<file path="src/rtl/note_spi_master.sv">
// Mode-0 SPI transmitter for the note-status word: MSB first, sck generated from clk,
// active-low frame strobe, fixed idle gap between frames.
module note_spi_master #(
  parameter int WIDTH   = 8,
  parameter int CLK_DIV = 4,
  parameter int GAP     = 4
) (
  input  logic             clk,
  input  logic             reset_b,
  input  logic [WIDTH-1:0] tx_data,
  input  logic             tx_valid,
  output logic             tx_ready,
  output logic             busy,
  output logic             done,
  output logic             sck,
  output logic             sdi,
  output logic             cs_b
);

  localparam int DIV_W = $clog2(CLK_DIV) + 1;
  localparam int BIT_W = $clog2(WIDTH) + 1;
  localparam int GAP_W = $clog2(GAP) + 1;

  localparam logic [DIV_W-1:0] DIV_LAST = DIV_W'(CLK_DIV - 1);
  localparam logic [BIT_W-1:0] BIT_LAST = BIT_W'(WIDTH - 1);
  localparam logic [GAP_W-1:0] GAP_LAST = GAP_W'(GAP - 1);

  typedef enum logic [1:0] {
    ST_IDLE  = 2'd0,
    ST_SHIFT = 2'd1,
    ST_GAP   = 2'd2
  } state_e;

  state_e             state_q, state_d;
  logic [DIV_W-1:0]   div_q, div_d;
  logic [BIT_W-1:0]   bit_q, bit_d;
  logic [GAP_W-1:0]   gap_q, gap_d;
  logic [WIDTH-1:0]   shreg_q, shreg_d;
  logic               sck_q, sck_d;
  logic               sdi_q, sdi_d;
  logic               cs_b_q, cs_b_d;
  logic               done_q, done_d;
  logic               tx_ready_q, tx_ready_d;
  logic               busy_q, busy_d;
  logic               accept_s;

  assign accept_s = tx_valid & tx_ready_q;

  // Next-state and next-output logic for the IDLE -> SHIFT -> GAP sequence.
  always_comb begin
    state_d = state_q;
    div_d   = div_q;
    bit_d   = bit_q;
    gap_d   = gap_q;
    shreg_d = shreg_q;
    sck_d   = sck_q;
    sdi_d   = sdi_q;
    cs_b_d  = cs_b_q;
    done_d  = 1'b0;

    case (state_q)
      ST_IDLE: begin
        if (accept_s) begin
          state_d = ST_SHIFT;
          shreg_d = tx_data;
          sdi_d   = tx_data[WIDTH-1];
          cs_b_d  = 1'b0;
          sck_d   = 1'b0;
          div_d   = '0;
          bit_d   = '0;
        end else begin
          state_d = ST_IDLE;
        end
      end

      ST_SHIFT: begin
        if (div_q == DIV_LAST) begin
          div_d = '0;
          if (!sck_q) begin
            sck_d = 1'b1;
          end else begin
            // Falling sck: either advance to the next bit or close the frame.
            sck_d = 1'b0;
            if (bit_q == BIT_LAST) begin
              state_d = ST_GAP;
              sdi_d   = 1'b0;
              cs_b_d  = 1'b1;
              done_d  = 1'b1;
              bit_d   = '0;
              gap_d   = '0;
              shreg_d = '0;
            end else begin
              bit_d   = bit_q + BIT_W'(1);
              shreg_d = {shreg_q[WIDTH-2:0], 1'b0};
              sdi_d   = shreg_q[WIDTH-2];
            end
          end
        end else begin
          div_d = div_q + DIV_W'(1);
        end
      end

      ST_GAP: begin
        if (gap_q == GAP_LAST) begin
          state_d = ST_IDLE;
          gap_d   = '0;
        end else begin
          gap_d = gap_q + GAP_W'(1);
        end
      end

      default: begin
        state_d = ST_IDLE;
        div_d   = '0;
        bit_d   = '0;
        gap_d   = '0;
        shreg_d = '0;
        sck_d   = 1'b0;
        sdi_d   = 1'b0;
        cs_b_d  = 1'b1;
      end
    endcase

    tx_ready_d = (state_d == ST_IDLE);
    busy_d     = (state_d == ST_SHIFT) || (state_d == ST_GAP);
  end

  // State, counters and registered outputs with synchronous active-low reset.
  always_ff @(posedge clk) begin
    if (!reset_b) begin
      state_q    <= ST_IDLE;
      div_q      <= '0;
      bit_q      <= '0;
      gap_q      <= '0;
      shreg_q    <= '0;
      sck_q      <= 1'b0;
      sdi_q      <= 1'b0;
      cs_b_q     <= 1'b1;
      done_q     <= 1'b0;
      tx_ready_q <= 1'b1;
      busy_q     <= 1'b0;
    end else begin
      state_q    <= state_d;
      div_q      <= div_d;
      bit_q      <= bit_d;
      gap_q      <= gap_d;
      shreg_q    <= shreg_d;
      sck_q      <= sck_d;
      sdi_q      <= sdi_d;
      cs_b_q     <= cs_b_d;
      done_q     <= done_d;
      tx_ready_q <= tx_ready_d;
      busy_q     <= busy_d;
    end
  end

  assign tx_ready = tx_ready_q;
  assign busy     = busy_q;
  assign done     = done_q;
  assign sck      = sck_q;
  assign sdi      = sdi_q;
  assign cs_b     = cs_b_q;

endmodule

</file>
<file path="config.mk">
export PLATFORM = sky130hd
export DESIGN_NAME = note_spi_master
export DESIGN_NICKNAME = d
export VERILOG_FILES = /design/src/rtl/note_spi_master.sv
export SDC_FILE = /design/constraint.sdc
export NUM_CORES = 1
export LEC_CHECK = 0
export CAP_MARGIN = 0
export CORE_MARGIN = 1.5
export CORE_UTILIZATION = 53
export CTS_CLUSTER_SIZE = 30
export DETAILED_ROUTE_END_ITERATION = 7
export PLACE_DENSITY = 0.86
export REMOVE_ABC_BUFFERS = 1
export SYNTH_ARGS = -nofsm -noshare
export SYNTH_HDL_FRONTEND = slang
export SYNTH_SLANG_ARGS = --single-unit
export TNS_END_PERCENT = 20
</file>
<file path="constraint.sdc">
create_clock -name clk -period 2.1 [get_ports clk]
set_clock_uncertainty 0.1 [all_clocks]
set_input_delay 0.42 -clock clk [delete_from_list [all_inputs] [get_ports clk]]
set_output_delay 0.42 -clock clk [all_outputs]
set_load 0.02 [all_outputs]
</file>
==> metrics.md, run 1 <==
| Metric | Value |
|---|---|
| Outcome | `complete, no violations` |
| Slowest CP cell | `clkdlybuf4s50_1` |
| Core Box Area | `2190 um^2` |
| Clock sink count | `25` |
| Drt first pass iters | `4` |
| Layout overhead on the synthesized area | `19.4%` |
| Total number of vias | `1,003` |
| Number of buffers created by CTS | `3` |
| RR Startpoint | `bit_q[0]$_SDFFE_PN0P_` |
| IO Count | `17` |
| Worst reg-to-reg path cell count | `6` |
| Ant. Diodes | `0` |
| Initial Utilization | `55.2%` |
| Hold Path Class | `reg2reg` |
| Worst path max stage delay | `640 ps` |
| DPL Wire Length | `1840 um` |
| Global placer's final weighted congestion | `0.800` |
| Top FF cell, synth | `dfxtp_1` |
| Max FO, Critical Path | `6` |
| Netlist Area Pre-Place | `1210 um^2` |
| Yosys Warn Count | `0` |
| Hold_buf cts | `0` |
| Crit Path Class | `reg2out` |
| Pin count of the biggest net entering global routing | `18` |
| Synthesized flop and latch total | `25` |
| Final net count | `156` |
| Synth Instances | `120` |
| Root Driver | `clkbuf_4` |
| # setup viols final | `0` |
| Crit start category | `flop` |
| Worst skew pair latency | `320 ps` |
| Netlist cell types | `38` |
| Hold Path Stages | `1` |
| RSZ-0062 raised after global routing | `false` |
| Die Width | `50.8 um` |
| PortBufs | `16` |
| Cts repair resizes | `0` |
| Final period util | `90.7%` |
| Total GRT Usage | `22.5%` |
| Drt drc | `0` |
| Critical Path RT | `1580 ps` |
| Routed len/inst | `15.1 um` |
| Die area | `2580 um^2` |
| Max VDD drop | `536 uV` |
| Critical path's top delay family | `buffers and inverters` |
| TritonCTS clock tree | `done` |
| Row count | `17` |
| Worst reg2reg setup slack | `320 ps` |
| Crit path cell chain | `clkdlybuf4s50_1` |
| FFs w/ async S/R, synth | `0%` |
| CTS H-tree lvls | `1` |
| Max clock buf depth | `2` |
| Hold Startpoint | `shreg_q[0]$_SDFFE_PN0P_` |
| Crit Reg-Reg Endpoint | `busy$_SDFF_PN0_` |
| Vias in the first global route | `945` |
| GR Overflow Total | `0` |
| Clk slew on worst S/H paths | `150 ps` |
| Post-synth EDFFs | `0` |
| Power density over the cells | `619 nW/um^2` |
| Vias per cell | `5.97` |
| Worst-Margin Slew | `544 ps` |
| Register area share after synthesis | `41.4%` |
| P_leak | `0.554 nW` |
| Max_cap viols | `0` |
| Post-layout minimum cycle time | `1910 ps` |
| DR iter-0 viols | `28` |
| Post-CTS Setup Bufs | `0` |
| Worst path arrival time | `1390 ps` |
| Slew Limit Fails | `0` |
| Setup TNS Final | `0 ps` |
| Final WS setup | `195 ps` |
| Hold Fails Final Rpt | `0` |
| Crit. End Element | `primary output` |
| Max Fclk | `525 MHz` |
| ANT nets after route | `0` |
| Pre-CTS worst setup slack | `49.4 ps` |
| Initial antenna violation count | `0` |
| Max transition margin | `63.6%` |
| Total power | `0.000894 W` |
| CP bufs+invs | `1` |
| Share of layout cells above drive strength 1 | `9.29%` |
| Hold Path End | `shreg_q[0]$_SDFFE_PN0P_` |
| Vert. Die Dim | `50.8 um` |
| Avg Inst Size Synth | `10.1 um^2` |
| First-pass GRT wire length | `4400 um` |
| Final wirelength | `2530 um` |
==> worst max-delay path by stage <==
stage	end	slack (ps)	depth (start not counted)	startpoint
floorplan	busy$_SDFF_PN0_	290	6	bit_q[0]$_SDFFE_PN0P_
global placement	busy$_SDFF_PN0_	80	5	tx_valid
detailed placement	busy$_SDFF_PN0_	50	5	tx_valid
CTS	sck	190	1	sck$_SDFFE_PN0P_
global route	busy$_SDFF_PN0_	120	6	div_q[0]$_SDFFE_PN0P_
finish	sck	190	1	sck$_SDFFE_PN0P_
==> area by class of cell <==
class	instances	area, um^2
flip-flops and latches	25	500
repair buffers	24	220
clock inverters	1	7.51
clock buffers	3	22.5
well taps	28	35.0
inverters	2	7.51
fillers	172	746
multi-input cells	85	652
==> flip-flops by register name (all words and copies together), names as in the netlist <==
register  cells
gap_q         3
busy          1
bit_q         4
done          1
tx_ready      1
cs_b          1
shreg_q       7
sck           1
state_q       2
sdi           1
div_q         3
==> layer usage <==
| layer | vias up | share of wire (%) | GRT usage [%] |
|---|---|---|---|
| met5 | - | 0 | 0 |
| li1 | 504 | - | - |
| met3 | 5 | 2.6 | 3.27 |
| met2 | 19 | 43 | 33.8 |
| met4 | 0 | 1.3 | 8.56 |
| met1 | 475 | 53 | 32.3 |
==> synthesized netlist by cell type, types with 3 or more instances <==
| library cell | n | area [um^2] |
|---|---|---|
| dfxtp_1 | 25 | 500 |
| a22o_1 | 8 | 70.1 |
| a32o_1 | 7 | 70.1 |
| a21oi_1 | 6 | 30.0 |
| nand3b_1 | 6 | 45.0 |
| nor3_1 | 5 | 25.0 |
| o21a_1 | 5 | 37.5 |
| clkbuf_1 | 4 | 15.0 |
| ha_1 | 4 | 50.1 |
| nor2_1 | 4 | 15.0 |
| nor2b_1 | 4 | 25.0 |
| nor3b_1 | 4 | 30.0 |
| and3b_1 | 3 | 26.3 |
| nand2b_1 | 3 | 18.8 |
| o21ai_0 | 3 | 15.0 |
==> metrics by stage <==
stage | hold slack (ps) | instance area (um^2) | utilization (%) | std cells
6_report | 384 | 1450 | 66.0 | 168
4_1_cts | 386 | 1450 | 66.0 | 168
3_5_place_dp | 359 | 1420 | 64.6 | 164
2_1_floorplan | 333 | 1160 | - | 112
3_3_place_gp | 351 | 1420 | 64.6 | 164
5_1_grt | 398 | 1450 | 66.0 | 168
==> power by group <==
part	leakage, nW	switching, W	internal (W)
clock network	0.0139	0.000151	0.0000728
registers	0.204	0.0000190	0.000496
logic	0.337	0.0000732	0.0000817
==> cell families after synthesis <==
family / count (synthesis) / synth area share (%)
fa+ha+maj: 4 / 4.14
buf+inv: 10 / 4.76
simple gates: 41 / 22.1
xor+xnor: 1 / 0.724
flops: 25 / 41.4
compound gates: 39 / 26.9
==> placed cells by master (no fill, tap or decap), types with 5 or more instances in the layout <==
| cell type | count |
|---|---|
| a22o_1 | 8 |
| nand3b_1 | 6 |
| buf_4 | 8 |
| dfxtp_1 | 25 |
| a21oi_1 | 6 |
| nor3_1 | 5 |
| a32o_1 | 7 |
| clkdlybuf4s50_1 | 16 |
| o21a_1 | 5 |
Note: power is estimated with default switching activity, not from simulation.
==> run 2: changes to the inputs <==
Settings changed: REMOVE_ABC_BUFFERS 1 to unset, SKIP_CTS_REPAIR_TIMING set to 1.
==> run 2 against run 1 <==
  * Count of clock-buffer cells in the layout unchanged
  * Highest routed layer unchanged
  * Wire length up 2.3%
  * Setup slack worse by 85 ps
  * Clock power is 7% lower
  * Register-to-register slack got worse by 210 ps
  * Critical path depth up 4
  * Largest power group unchanged
  * Largest cell class unchanged
  * Design area is 0.35% higher
  * Maximum frequency decreased by 4.3%
  * Flip-flop and latch count unchanged
  * Combinational power barely moved
==> metrics.md, run 2 (synthesis gave the netlist of run 1 again) <==
| Metric | Value |
|---|---|
| Final net count | `157 (+0.64%)` |
| Crit Reg-Reg Endpoint | `busy$_SDFF_PN0_` |
| Initial Utilization | `55.2% (unchanged)` |
| Power density over the cells | `606 nW/um^2 (-2.0%)` |
| Total power | `0.000879 W (-1.7%)` |
| Layout fillers | `183 (+6.4%)` |
| Share of layout cells above drive strength 1 | `9.93% (+0.64 points)` |
| Hold Fails Final Rpt | `0 (unchanged)` |
| Drt first pass iters | `4 (unchanged)` |
| Commonest non-fill, non-tap cells in the layout | `dfxtp_1, clkdlybuf4s50_1, buf_4, a22o_1, a32o_1` |
| Max Fclk | `502 MHz (-4.3%)` |
| RSZ-0062 raised after global routing | `false` |
| DR iter-0 viols | `29 (+3.6%)` |
| Worst reg2reg setup slack | `110 ps (-210 ps)` |
| Post-synth net total | `135` |
| PortBufs | `16 (unchanged)` |
| Max FO, Critical Path | `15 (+9)` |
| Core Box Area | `2190 um^2 (unchanged)` |
| Post-layout minimum cycle time | `1990 ps (+85.4 ps)` |
| Crit start category | `flop` |
| Routed len/inst | `15.3 um (+1.7%)` |
| Crit Path Class | `reg2reg` |
| Part of the power in registers | `59.0% (+1.4 points)` |
| Root Driver | `clkbuf_4` |
| ANT nets after route | `0 (unchanged)` |
| Setup TNS Final | `0 ps (unchanged)` |
| Worst path max stage delay | `730 ps (+90 ps)` |
| Number of buffers created by CTS | `3 (unchanged)` |
| CP Depth | `5 (+4)` |
| Vias in the first global route | `972 (+2.9%)` |
| Layout overhead on the synthesized area | `19.9%` |
| # setup viols final | `0 (unchanged)` |
| Worst skew pair latency | `310 ps (about the same)` |
| Slowest CP cell | `dfxtp_1` |
| Total GRT Usage | `21.9% (-0.56 points)` |
| Critical Path RT | `2220 ps (+640 ps)` |
| Row count | `17 (unchanged)` |
| Max reg flops | `7 (unchanged)` |
| Vias per cell | `6.06 (+1.5%)` |
| Most flops, register | `shreg_q` |
| DPL Wire Length | `1890 um (+3.0%)` |
| Pin count of the biggest net entering global routing | `16 (-2)` |
| First-pass GRT wire length | `4330 um (-1.7%)` |
| Critical path's top delay family | `simple AND/OR/NAND/NOR gates` |
| Initial antenna violation count | `0 (unchanged)` |
| Worst reg-to-reg path cell count | `5 (-1)` |
| Switching share of power | `26.1% (-1.1 points)` |
| Final wirelength | `2590 um (+2.3%)` |
| Global placer's final weighted congestion | `0.793 (-0.97%)` |
| Worst-Margin Slew | `608 ps (+63.9 ps)` |
| Max clock buf depth | `2 (unchanged)` |
| Hold Path Class | `reg2reg` |
| Crit path cell chain | `nand2b_1 -> nor3_1 -> nor2_1 -> ha_1 -> and2_1` |
| Slew Limit Fails | `0 (unchanged)` |
| Ant. Diodes | `0 (unchanged)` |
| Vert. Die Dim | `50.8 um (unchanged)` |
| TritonCTS clock tree | `done` |
| Die area | `2580 um^2 (unchanged)` |
| IO Count | `17 (unchanged)` |
| Worst path arrival time | `2110 ps (+720 ps)` |
| Max transition margin | `59.4% (-4.2 points)` |
| Hold Path End | `gap_q[2]$_SDFFE_PN0P_` |
| CTS H-tree lvls | `1 (unchanged)` |
| Total number of vias | `1,024 (+2.1%)` |
| Clock sink count | `25 (unchanged)` |
| Crit. End Element | `flop` |
| Final period util | `94.8% (+4.1 points)` |
| Outcome | `complete, no violations` |
| Clk slew on worst S/H paths | `130 ps (-20 ps)` |
| Pre-CTS worst setup slack | `35.5 ps (-13.8 ps)` |
| Hold Startpoint | `gap_q[2]$_SDFFE_PN0P_` |
| Leading registers by flop count | `shreg_q: 7 flops, bit_q: 4 flops` |
| Min Hold Slack | `381 ps (-3.49 ps)` |
| Die Width | `50.8 um (unchanged)` |
| Combinational power share | `17.3% (about the same)` |
| CP bufs+invs | `0 (-1)` |
| Clk pwr share | `23.7% (-1.4 points)` |
| P_leak | `0.563 nW (+1.6%)` |
| Most common cell after layout, fill and taps aside | `dfxtp_1` |
| Psw | `0.000229 W (-5.8%)` |
| Max VDD drop | `467 uV (-13%)` |
| Final WS setup | `109 ps (-85.4 ps)` |
| GR Overflow Total | `0 (unchanged)` |
| Max_cap viols | `0 (unchanged)` |
| Hold Path Stages | `1 (unchanged)` |
| Drt drc | `0 (unchanged)` |
| Int Pwr | `0.000649 W (-0.19%)` |
| RR Startpoint | `state_q[0]$_SDFF_PN0_` |
-- run 2: cell types whose count changed in the layout (fill, tap and decap cells not counted), sizes merged --
cell | before | now
clkinvlp | 1 | 0
clkinv | 0 | 1
buf | 8 | 9
-- run 2: metal layers --
metal | part of all wire, % | GRT usage (%) | up-vias
met5 | 0 | 0 | -
met4 | 1.2 | 6.31 | 0
met3 | 4.0 | 2.68 | 4
met2 | 49 | 37.1 | 24
met1 | 45 | 29.2 | 489
li1 | - | - | 507
-- run 2: power groups by stage --
stage	registers (W)	logic (W)	clock network, W
after CTS	0.000518	0.000153	0.000214
final	0.000518	0.000152	0.000208
after global routing	0.000521	0.000166	0.000234
after detailed placement	0.000529	0.000152	0
after floorplan	0.000529	0.0000917	0
after global placement	0.000526	0.000147	0
-- run 2: worst reg2reg max path, cell delays in order (launching register included) --
cell      delay [ps]
dfxtp_1          730
nand2b_1         260
nor3_1           300
nor2_1            90
ha_1             270
and2_1           150
-- run 2: cell type report --
type	instances	area [um^2]	area share, %
Inverter	2	7.51	0.518
Multi-Input combinational cell	85	652	45.0
Clock buffer	3	22.5	1.55
Sequential cell	25	500	34.5
Clock inverter	1	5.00	0.345
Tap cell	28	35.0	2.42
Timing Repair Buffer	25	228	15.7
-- run 2: metrics by stage --
step                cells  instance area [um^2]  utilization, %
CTS                   169                  1450            66.2
floorplan             120                  1210               -
detailed placement    165                  1420            64.9
global placement      165                  1420            64.9
finish                169                  1450            66.2
global route          169                  1450            66.2
-- run 2: worst max path at each step --
| stage | startpoint | endpoint | slack, ps |
|---|---|---|---|
| after global routing | state_q[0]$_SDFF_PN0_ | busy$_SDFF_PN0_ | 20 |
| after detailed placement | tx_valid | busy$_SDFF_PN0_ | 40 |
| final | state_q[0]$_SDFF_PN0_ | busy$_SDFF_PN0_ | 110 |
| after floorplan | bit_q[0]$_SDFFE_PN0P_ | busy$_SDFF_PN0_ | 310 |
| after CTS | state_q[0]$_SDFF_PN0_ | busy$_SDFF_PN0_ | 130 |
| after global placement | tx_valid | busy$_SDFF_PN0_ | 80 |
